`src/rtl/timer_pkg.sv`:
```
// Shared types and helpers for the BCD timer: state encoding, nibble width,
// and parameter-time helpers for the BCD limits.
package timer_pkg;

    localparam int BCD_NIBBLE = 4;
    localparam int MAX_DIGITS = 16;

    typedef enum logic [1:0] {
        IDLE  = 2'd0,
        RUN   = 2'd1,
        PAUSE = 2'd2,
        DONE  = 2'd3
    } state_t;

    // All-nines BCD word for the requested digit count, right-aligned in 64 bits.
    function automatic logic [63:0] bcd_all_nines(input int digits);
        logic [63:0] v;
        v = '0;
        for (int i = 0; i < MAX_DIGITS; i++)
            if (i < digits) v[i*BCD_NIBBLE +: BCD_NIBBLE] = 4'd9;
        return v;
    endfunction

    function automatic logic bcd_limit_ok(input logic [63:0] v, input int digits);
        logic ok;
        ok = (v != 64'd0);
        for (int i = 0; i < MAX_DIGITS; i++)
            if (i < digits && v[i*BCD_NIBBLE +: BCD_NIBBLE] > 4'd9) ok = 1'b0;
        return ok;
    endfunction

endpackage

```
`src/rtl/bcd_sub.sv`:
```
// Combinational DIGITS-wide BCD subtractor, o_diff = i_a - i_b, with the
// borrow rippling from the ones digit upward. Caller guarantees i_a >= i_b.
module bcd_sub
    import timer_pkg::*;
#(
    parameter int DIGITS = 2
) (
    input  logic [BCD_NIBBLE*DIGITS-1:0] i_a,
    input  logic [BCD_NIBBLE*DIGITS-1:0] i_b,
    output logic [BCD_NIBBLE*DIGITS-1:0] o_diff
);

    always_comb begin
        logic       w_borrow;
        logic [4:0] w_d;
        w_borrow = 1'b0;
        w_d      = '0;
        o_diff   = '0;
        for (int i = 0; i < DIGITS; i++) begin
            w_d = {1'b0, i_a[i*BCD_NIBBLE +: BCD_NIBBLE]}
                - {1'b0, i_b[i*BCD_NIBBLE +: BCD_NIBBLE]}
                - {4'd0, w_borrow};
            // A negative 5-bit result means this digit borrowed: add ten back.
            if (w_d[4]) begin
                o_diff[i*BCD_NIBBLE +: BCD_NIBBLE] = w_d[3:0] + 4'd10;
                w_borrow = 1'b1;
            end else begin
                o_diff[i*BCD_NIBBLE +: BCD_NIBBLE] = w_d[3:0];
                w_borrow = 1'b0;
            end
        end
    end

endmodule

```
`src/rtl/bcd_rev_timer.sv`:
```
// Two-mode BCD timer: count-up display (mode A) or LIMIT_B-minus-count
// display (mode B), with start/pause/clear control, terminal pulse and wrap.
module bcd_rev_timer
    import timer_pkg::*;
#(
    parameter int                           DIGITS  = 2,
    parameter logic [BCD_NIBBLE*DIGITS-1:0] LIMIT_B = 'h59,
    parameter bit                           WRAP    = 1'b0
) (
    input  logic                         i_clk,
    input  logic                         i_reset,
    input  logic                         i_tick,
    input  logic                         i_start,
    input  logic                         i_pause,
    input  logic                         i_clear,
    input  logic                         i_mode_sel,
    output logic [BCD_NIBBLE*DIGITS-1:0] o_disp_out,
    output logic                         o_running,
    output logic                         o_done
);

    localparam int          W        = BCD_NIBBLE * DIGITS;
    localparam logic [W-1:0] LIMIT_A = W'(bcd_all_nines(DIGITS));
    localparam bit          LIMIT_OK = bcd_limit_ok(64'(LIMIT_B), DIGITS);

    state_t         r_state, w_state_nxt;
    logic [W-1:0]   r_count, w_count_nxt, w_count_inc, w_limit, w_disp_b;
    logic           r_mode_lat, w_mode_nxt;
    logic           r_done, w_done_nxt;

    assign w_limit = r_mode_lat ? LIMIT_B : LIMIT_A;

    always_comb begin
        logic w_carry;
        w_carry     = 1'b1;
        w_count_inc = r_count;
        for (int i = 0; i < DIGITS; i++) begin
            if (w_carry) begin
                if (r_count[i*BCD_NIBBLE +: BCD_NIBBLE] == 4'd9) begin
                    w_count_inc[i*BCD_NIBBLE +: BCD_NIBBLE] = 4'd0;
                end else begin
                    w_count_inc[i*BCD_NIBBLE +: BCD_NIBBLE] =
                        r_count[i*BCD_NIBBLE +: BCD_NIBBLE] + 4'd1;
                    w_carry = 1'b0;
                end
            end
        end
    end

    // Priority: Clear > Pause > Start > Tick (Reset handled in the register).
    always_comb begin
        w_state_nxt = r_state;
        w_count_nxt = r_count;
        w_mode_nxt  = r_mode_lat;
        w_done_nxt  = 1'b0;
        if (i_clear) begin
            w_state_nxt = IDLE;
            w_count_nxt = '0;
            w_mode_nxt  = 1'b0;
        end else if (i_pause) begin
            if (r_state == RUN) w_state_nxt = PAUSE;
        end else if (i_start && r_state != RUN) begin
            w_state_nxt = RUN;
            if (r_state != PAUSE) begin
                w_mode_nxt  = i_mode_sel;
                w_count_nxt = '0;
            end
        end else if (i_tick && r_state == RUN) begin
            if (WRAP) begin
                if (r_count == w_limit) begin
                    w_count_nxt = '0;
                    w_done_nxt  = 1'b1;
                end else begin
                    w_count_nxt = w_count_inc;
                end
            end else if (w_count_inc == w_limit) begin
                w_count_nxt = w_limit;
                w_state_nxt = DONE;
                w_done_nxt  = 1'b1;
            end else begin
                w_count_nxt = w_count_inc;
            end
        end
    end

    always_ff @(posedge i_clk) begin
        if (i_reset) begin
            r_state    <= IDLE;
            r_count    <= '0;
            r_mode_lat <= 1'b0;
            r_done     <= 1'b0;
        end else begin
            r_state    <= w_state_nxt;
            r_count    <= w_count_nxt;
            r_mode_lat <= w_mode_nxt;
            r_done     <= w_done_nxt;
        end
    end

    bcd_sub #(.DIGITS(DIGITS)) u_sub (
        .i_a    (LIMIT_B),
        .i_b    (r_count),
        .o_diff (w_disp_b)
    );

    assign o_disp_out = r_mode_lat ? w_disp_b : r_count;
    assign o_running  = (r_state == RUN);
    assign o_done     = r_done;

    always @(posedge i_clk) begin
        assert (LIMIT_OK) else $fatal(1, "bcd_rev_timer: LIMIT_B must be nonzero BCD");
    end

endmodule

```
`config.mk`:
```
export PLATFORM = sky130hd
export DESIGN_NAME = bcd_rev_timer
export DESIGN_NICKNAME = d
export VERILOG_FILES = /design/src/rtl/timer_pkg.sv /design/src/rtl/bcd_sub.sv /design/src/rtl/bcd_rev_timer.sv
export SDC_FILE = /design/constraint.sdc
export NUM_CORES = 1
export LEC_CHECK = 0
export BUFFER_PORTS_ARGS = -buffer_cell sky130_fd_sc_hd__buf_2
export CAP_MARGIN = 20
export CORE_UTILIZATION = 56
export DETAILED_ROUTE_END_ITERATION = 10
export PLACE_DENSITY_LB_ADDON = 0.1
export SETUP_SLACK_MARGIN = 0.02
export SKIP_LAST_GASP = 1
export SLEW_MARGIN = 30
export SYNTH_ARGS = -nofsm -noshare
export SYNTH_HDL_FRONTEND = slang
export SYNTH_SLANG_ARGS = --single-unit
```
`constraint.sdc`:
```
create_clock -name i_clk -period 3 [get_ports i_clk]
set_input_delay 0.45 -clock i_clk [delete_from_list [all_inputs] [get_ports i_clk]]
set_output_delay 0.45 -clock i_clk [all_outputs]
set_load 0.1 [all_outputs]
```
==> results of run 1 <==
==> routing by layer <==
layer  vias to the layer above  GRT usage [%]  routed length (um)
met5                         -              0                   0
met4                         0           10.6                  60
met3                        12           7.45                 182
met2                        47           45.4                1420
met1                       509           29.3                1070
li1                        526              -                   -
==> tightest hold or removal path, cell delays in order <==
cell and delay, ns:
buf_2 0.08, mux2i_1 0.05, nor2_1 0.07
==> worst min-delay path by stage <==
| stage | startpoint | end | slack, ns |
|---|---|---|---|
| finish | i_mode_sel | r_mode_lat$_SDFFE_PP0P_ | 0.41 |
| global route | i_mode_sel | r_mode_lat$_SDFFE_PP0P_ | 0.41 |
| CTS | i_mode_sel | r_mode_lat$_SDFFE_PP0P_ | 0.41 |
| detailed placement | r_count[5]$_SDFFE_PP0P_ | r_count[5]$_SDFFE_PP0P_ | 0.50 |
| global placement | r_count[5]$_SDFFE_PP0P_ | r_count[5]$_SDFFE_PP0P_ | 0.49 |
| floorplan | r_count[5]$_SDFFE_PP0P_ | r_count[5]$_SDFFE_PP0P_ | 0.46 |
==> timing repair <==
| action | 4_1_cts | 5_1_grt |
|---|---|---|
| pin swaps | 5 | 5 |
| resized for setup | 10 | 2 |
| setup endpoints to repair | 1 | 1 |
| hold endpoints to repair | 0 | 0 |
| setup buffers | 5 | 2 |
==> report_power, final <==
part / internal (W) / switching (W) / leakage (nW)
Clock: 0.0000738 / 0.0000539 / 0.0210
Combinational: 0.0000117 / 0.0000277 / 0.405
Sequential: 0.000158 / 0.00000353 / 0.0984
Total: 0.000244 / 0.0000851 / 0.524
==> state kept, by name, indices dropped and copies added (netlist names) <==
register and count:
o_done 1, r_count 8, r_mode_lat 1, r_state 2
==> placed cells by master (no fill, tap or decap), types with 5 or more instances in the layout <==
cell type / n
ha_1: 6
nor2_1: 11
nand2_1: 8
inv_1: 7
a21oi_1: 11
xor2_1: 5
buf_4: 9
dfxtp_1: 10
o21ai_0: 7
buf_2: 14
==> logic make-up (layout without fill, tap and decap cells) <==
group	after synthesis	count (layout)	share of synthesized area, %
buffers and inverters	18	39	10.5
multiplexers	4	4	3.78
XOR/XNOR	7	7	5.61
adder cells (fa/ha/maj)	10	10	11.4
AND/OR/NAND/NOR	46	46	24.7
flip-flops	12	12	22.0
AO/OA/AOI/OAI	38	38	22.0
==> stage by stage <==
stage	total power, W	util [%]
after global placement	0.000204	68.6
after detailed placement	0.000205	68.6
final	0.000329	76.1
after CTS	0.000332	75.0
after global routing	0.000343	76.1
after floorplan	0.000197	-
==> synthesized netlist by cell type, types with 2 or more instances <==
library cell	instances	area [um2]
nor3b_1	4	30.0
buf_6	2	22.5
ha_1	10	125
o31ai_1	3	22.5
nand3_1	4	20.0
nor3_1	2	10.0
a22oi_1	2	15.0
nor2b_1	3	18.8
a211oi_1	2	15.0
nand2_1	8	30.0
and3b_2	2	20.0
inv_1	10	37.5
or4_1	2	15.0
xnor2_1	2	17.5
xor2_1	5	43.8
mux2i_1	3	30.0
nand2b_1	2	12.5
clkbuf_8	3	41.3
dfxtp_1	12	240
a21oi_1	13	65.1
or2_2	2	12.5
o21ai_0	8	40.0
nor2_1	11	41.3
==> cell type report <==
cell class / count / area, um2 / share of cell area [%]
clock buffer: 4 / 36.3 / 2.67
inverter: 10 / 42.5 / 3.13
multi-input combinational: 105 / 822 / 60.6
sequential: 12 / 248 / 18.2
tap: 25 / 31.3 / 2.30
timing repair buffer: 25 / 178 / 13.1
==> impl_metrics.tcl, run 1 <==
set metrics [dict create \
    grt_pass1_vias 975 \
    powerDensity_nw_per_um2 242 \
    synth_area_um2 1090 \
    outcome "finished with violations" \
    areaGrowthSynthToFinish_pct 24.1 \
    yosysSeqAreaShare_pct 22.0 \
    hold_slack_ns 0.415 \
    num_io_pins 17 \
    htreeDepth 1 \
    hold_path_depth 3 \
    cts_buffers 3 \
    ys_warn_count 0 \
    wl_per_cell_um 15.1 \
    ff2ff_setup_slack_ns 0.69 \
    slowest_stage "dfxtp_4" \
    path_depth 13 \
    critical-path-top-delay-family "adder cells" \
    ctsHoldBuffers 0 \
    cp.required_ns 2.55 \
    first_pass_iters 4 \
    hp-class "in2reg" \
    gp_congestion 0.845 \
    timing.fmax_ghz 0.332 \
    grt_pass1_wl_mm 4.04 \
    syn_nets 152 \
    r2r-end "r_count[1]$_SDFFE_PP0P_" \
    crit_arrival_ns 2.57 \
    post-route-cell-area_um2 1360 \
    hpwl_mm 1.71 \
    reg2reg_depth 8 \
    violations "negative setup slack" \
    syn_avg_cell_area_um2 8.10 \
    cts_tree "done" \
    drtIter0Drc 58 \
    max_stage_delay_ns 0.35 \
    final_antenna_net_count 0 \
    critPathBufInv 4 \
    grt_max_degree 21 \
    end_kind "primary output" \
    crit_type "reg2out" \
    endpoint "o_disp_out[7]" \
    grt_util_all_layers_pct 26.0 \
    vias 1094 \
    antenna_found_initial 0 \
    synth-seq-cells 12 \
    antenna_cells 0 \
    p_leak_nw 0.524 \
    io_buffers 16 \
    finalHoldViolations 0 \
    finalSetupTns_ns -0.0158 \
    synthCells 135 \
    dpl.cell_count 170 \
    setup.worst_path.start "r_count[1]$_SDFFE_PP0P_" \
    grt_overflow 0 \
    clockRootBuffer "clkbuf_4" \
    tightest_slew_ns 0.921 \
    ir_drop_uv 315 \
    synth_edf_count 0 \
    core_region_area_um2 1780 \
    final_max_slew_viol_count 0 \
    period_share_pct 101 \
    clk_latency_ns 0.27 \
    slew-limit-headroom_pct 38.2 \
    place_area_um2 1220 \
    start_kind "flip-flop" \
    maxCapViolations 0 \
    vias_per_cell 6.04 \
    drive_gt1_share_pct 34.0 \
    r2r_start "r_count[2]$_SDFFE_PP0P_" \
    drcViolationCount 0 \
    cts_num_sinks 12 \
    layout_min_cycle_time_ns 3.02 \
    synthArstFlopShare_pct 0 \
    skew_ns 0.00526 \
    die_x_um 46.2 \
    clk_pin_slew_ns 0.08 \
    dpl_worst_slack_ns 0.132 \
    setup_violations 1 \
    fin_nets 174 \
    rows 15 \
    start_util_pct 61.3 \
    rsz0062_at_grt "yes" \
    fillers 133 \
    crit_fanout 2 \
    dieHeight_um 46.2 \
    path_cells "o21a_1 > ha_2 > inv_2 > ha_4 > inv_4 > ha_4 > inv_4 > ha_4 > nor3b_2 > xor2_1 > a21oi_2 > a31oi_4 > buf_12" \
    stdcell_count 181 \
    yosys.cell_types.count 43 \
    synth_top_flop_cell "dfxtp_1" \
    cts_buffer_depth 2 \
    crit_path_frequent_cell "ha_4" \
    wl_mm 2.74 \
    layout_setup_ws_ns -0.0158 \
    die-area_um2 2130 \
]
No activity file was read; power rests on OpenSTA's default activity.
==> run 2, diff against run 1 <==
ABC_AREA = 1   (was not set)
CORE_UTILIZATION = 55   (was 56)
==> impl_metrics.tcl, run 2 <==
set metrics [dict create \
    outcome "complete, no violations" \
    synth_top_area_share_pct 23.5 \
    cts_buffers 3 \
    r2r-end "r_state[0]$_SDFFE_PP0P_" \
    clk_latency_ns 0.27 \
    rsz0062_at_grt "no" \
    grt_max_degree 10 \
    path_cells "inv_4 > a21oi_4 > ha_2 > inv_2 > ha_4 > inv_2 > ha_4 > inv_1 > ha_2 > nor2_4 > o21ai_2 > a21oi_2 > xor2_4 > buf_12" \
    dpl_worst_slack_ns 0.116 \
    hpwl_mm 1.77 \
    syn_avg_cell_area_um2 6.46 \
    finalSetupTns_ns 0 \
    crit_type "reg2out" \
    synth_top_flop_cell "dfxtp_1" \
    yosys.cell_types.count 24 \
    grt_util_all_layers_pct 25.0 \
    synth_area_um2 1020 \
    clk_pin_slew_ns 0.07 \
    rows 15 \
    wl_mm 2.54 \
    final_antenna_net_count 0 \
    post-route-cell-area_um2 1290 \
    syn_nets 175 \
    cp.required_ns 2.55 \
    slowest_stage "dfxtp_4" \
    reg_top3 "r_count: 8 flops, r_state: 2 flops" \
    stdcell_count 205 \
    end_kind "primary output" \
    synth-seq-cells 12 \
    grt_pass1_wl_mm 3.73 \
    skew_ns 0.000824 \
    multi_input_area_um2 738 \
    ys_warn_count 0 \
    synthTopCellsByCount "nand2_1, inv_1, nor2_1" \
    place_area_um2 1150 \
    synth_most_common_cell "nand2_1" \
    tightest_slew_ns 0.479 \
    gp_congestion 0.848 \
    setup_violations 0 \
    htreeDepth 1 \
    synthCells 158 \
    hold_path_depth 3 \
    first_pass_iters 4 \
    slew-limit-headroom_pct 68.1 \
    antenna_cells 0 \
    dpl.cell_count 197 \
    worstHoldEndpoint "r_mode_lat$_SDFFE_PP0P_" \
    die_x_um 45.1 \
    synth_edf_count 0 \
    yosysSeqAreaShare_pct 23.5 \
    final_max_slew_viol_count 0 \
    synth_area_leader_cell "dfxtp_1" \
    clockRootBuffer "clkbuf_4" \
    drive_gt1_share_pct 29.4 \
    synthArstFlopShare_pct 0 \
    max_flop_register "r_count" \
    timing.fmax_ghz 0.345 \
    die-area_um2 2030 \
    num_io_pins 17 \
    ff2ff_setup_slack_ns 0.75 \
    crit_arrival_ns 2.45 \
    wl_per_cell_um 12.4 \
    vias_per_cell 5.38 \
    max_stage_delay_ns 0.37 \
    io_buffers 16 \
    hp-class "in2reg" \
    maxCapViolations 0 \
    dieHeight_um 45.1 \
    p_leak_nw 0.569 \
    drtIter0Drc 36 \
    grt_pass1_vias 896 \
    layout_setup_ws_ns 0.102 \
    r2r_start "r_count[1]$_SDFFE_PP0P_" \
    core_region_area_um2 1730 \
    layout_min_cycle_time_ns 2.90 \
    start_util_pct 59.1 \
    antenna_found_initial 0 \
    fin_nets 198 \
    cts_buffer_depth 2 \
    crit_fanout 5 \
    vias 1103 \
    finalHoldViolations 0 \
    layout_common_cells "nand2_1, inv_1, buf_2" \
    areaGrowthSynthToFinish_pct 26.0 \
    grt_overflow 0 \
    drcViolationCount 0 \
    cts_tree "done" \
    final_common_cell "nand2_1" \
    cts_num_sinks 12 \
    period_share_pct 96.6 \
    synth_area_leaders "dfxtp_1, nand2_1, ha_1, inv_1, o21ai_0" \
    seqCellArea_um2 249 \
    largest_reg_flops 8 \
    ir_drop_uv 238 \
    min_from "i_mode_sel" \
    powerDensity_nw_per_um2 261 \
    start_kind "flip-flop" \
    fillers 150 \
    reg2reg_depth 16 \
]
run 2: changes by cell type after synthesis, sizes merged, moves of 3 or more:
| cell | before | now |
|---|---|---|
| o21ai | 8 | 14 |
| o31ai | 3 | 0 |
| nand3 | 4 | 10 |
| o22ai | 1 | 4 |
| mux2i | 3 | 0 |
| clkbuf | 5 | 0 |
| nor3b | 4 | 0 |
| inv | 10 | 25 |
| nand2 | 8 | 42 |
| nor2 | 11 | 17 |
| nor2b | 3 | 0 |
run 2: stage by stage:
step / hold slack [ns] / util [%] / power, W
CTS: 0.460 / 69.6 / 0.000338
detailed placement: 0.478 / 66.6 / 0.000214
floorplan: 0.454 / - / 0.000204
finish: 0.454 / 74.5 / 0.000336
global placement: 0.470 / 66.6 / 0.000213
global route: 0.468 / 74.5 / 0.000348
run 2: power by group:
| part | internal, W | total [W] | leakage (nW) | switching, W |
|---|---|---|---|---|
| combinational | 0.0000110 | 0.0000468 | 0.448 | 0.0000358 |
| clock | 0.0000739 | 0.000127 | 0.0210 | 0.0000534 |
| sequential | 0.000159 | 0.000162 | 0.0991 | 0.00000268 |
run 2: layout make-up:
class	instances	area share [%]
inverters	25	7.68
repair buffers	21	10.3
clock buffers	4	2.82
well taps	25	2.43
multi-input cells	118	57.4
flip-flops and latches	12	19.4
run 2: logic make-up after synthesis:
kind of cell             after synthesis  synth area share [%]
AO/OA/AOI/OAI                         32                  17.9
flip-flops                            12                  23.5
adder cells (fa/ha/maj)               10                  12.3
AND/OR/NAND/NOR                       72                  30.8
XOR/XNOR                               4                  3.43
buffers and inverters                 28                  12.1
run 2: repair_timing:
action,CTS,global route
setup endpoints to repair,1,2
pin swaps,1,3
gates resized for setup,7,17
hold endpoints to repair,0,0
setup buffers,1,3
hold buffers,0,0
run 2: how the worst max path moves through the flow:
stage                                 start            end  slack [ns]  cells past startpoint
global route        r_count[2]$_SDFFE_PP0P_  o_disp_out[7]        0.02                     14
detailed placement  r_count[1]$_SDFFE_PP0P_  o_disp_out[7]        0.12                     14
floorplan           r_count[1]$_SDFFE_PP0P_  o_disp_out[5]       -0.12                      9
CTS                 r_count[2]$_SDFFE_PP0P_  o_disp_out[7]        0.03                     14
global placement    r_count[1]$_SDFFE_PP0P_  o_disp_out[7]        0.18                     14
finish              r_count[2]$_SDFFE_PP0P_  o_disp_out[7]        0.10                     14
run 2: critical path: cells and delay by family, from the launching register on:
| kind | cells | cell delay [ns] |
|---|---|---|
| adders and majority gates | 4 | 0.72 |
| buffers and inverters | 5 | 0.41 |
| DFF | 1 | 0.37 |
| AOI/OAI and AO/OA | 3 | 0.36 |
| xor gates and xnor gates | 1 | 0.18 |
| and+or+nand+nor | 1 | 0.13 |
run 2: layer usage:
metal / track usage (%) / wire (um) / vias up
met5: 0 / 0 / -
met4: 5.45 / 48 / 0
met3: 2.40 / 108 / 6
met2: 43.8 / 1260 / 35
met1: 33.0 / 1120 / 507
li1: - / - / 555
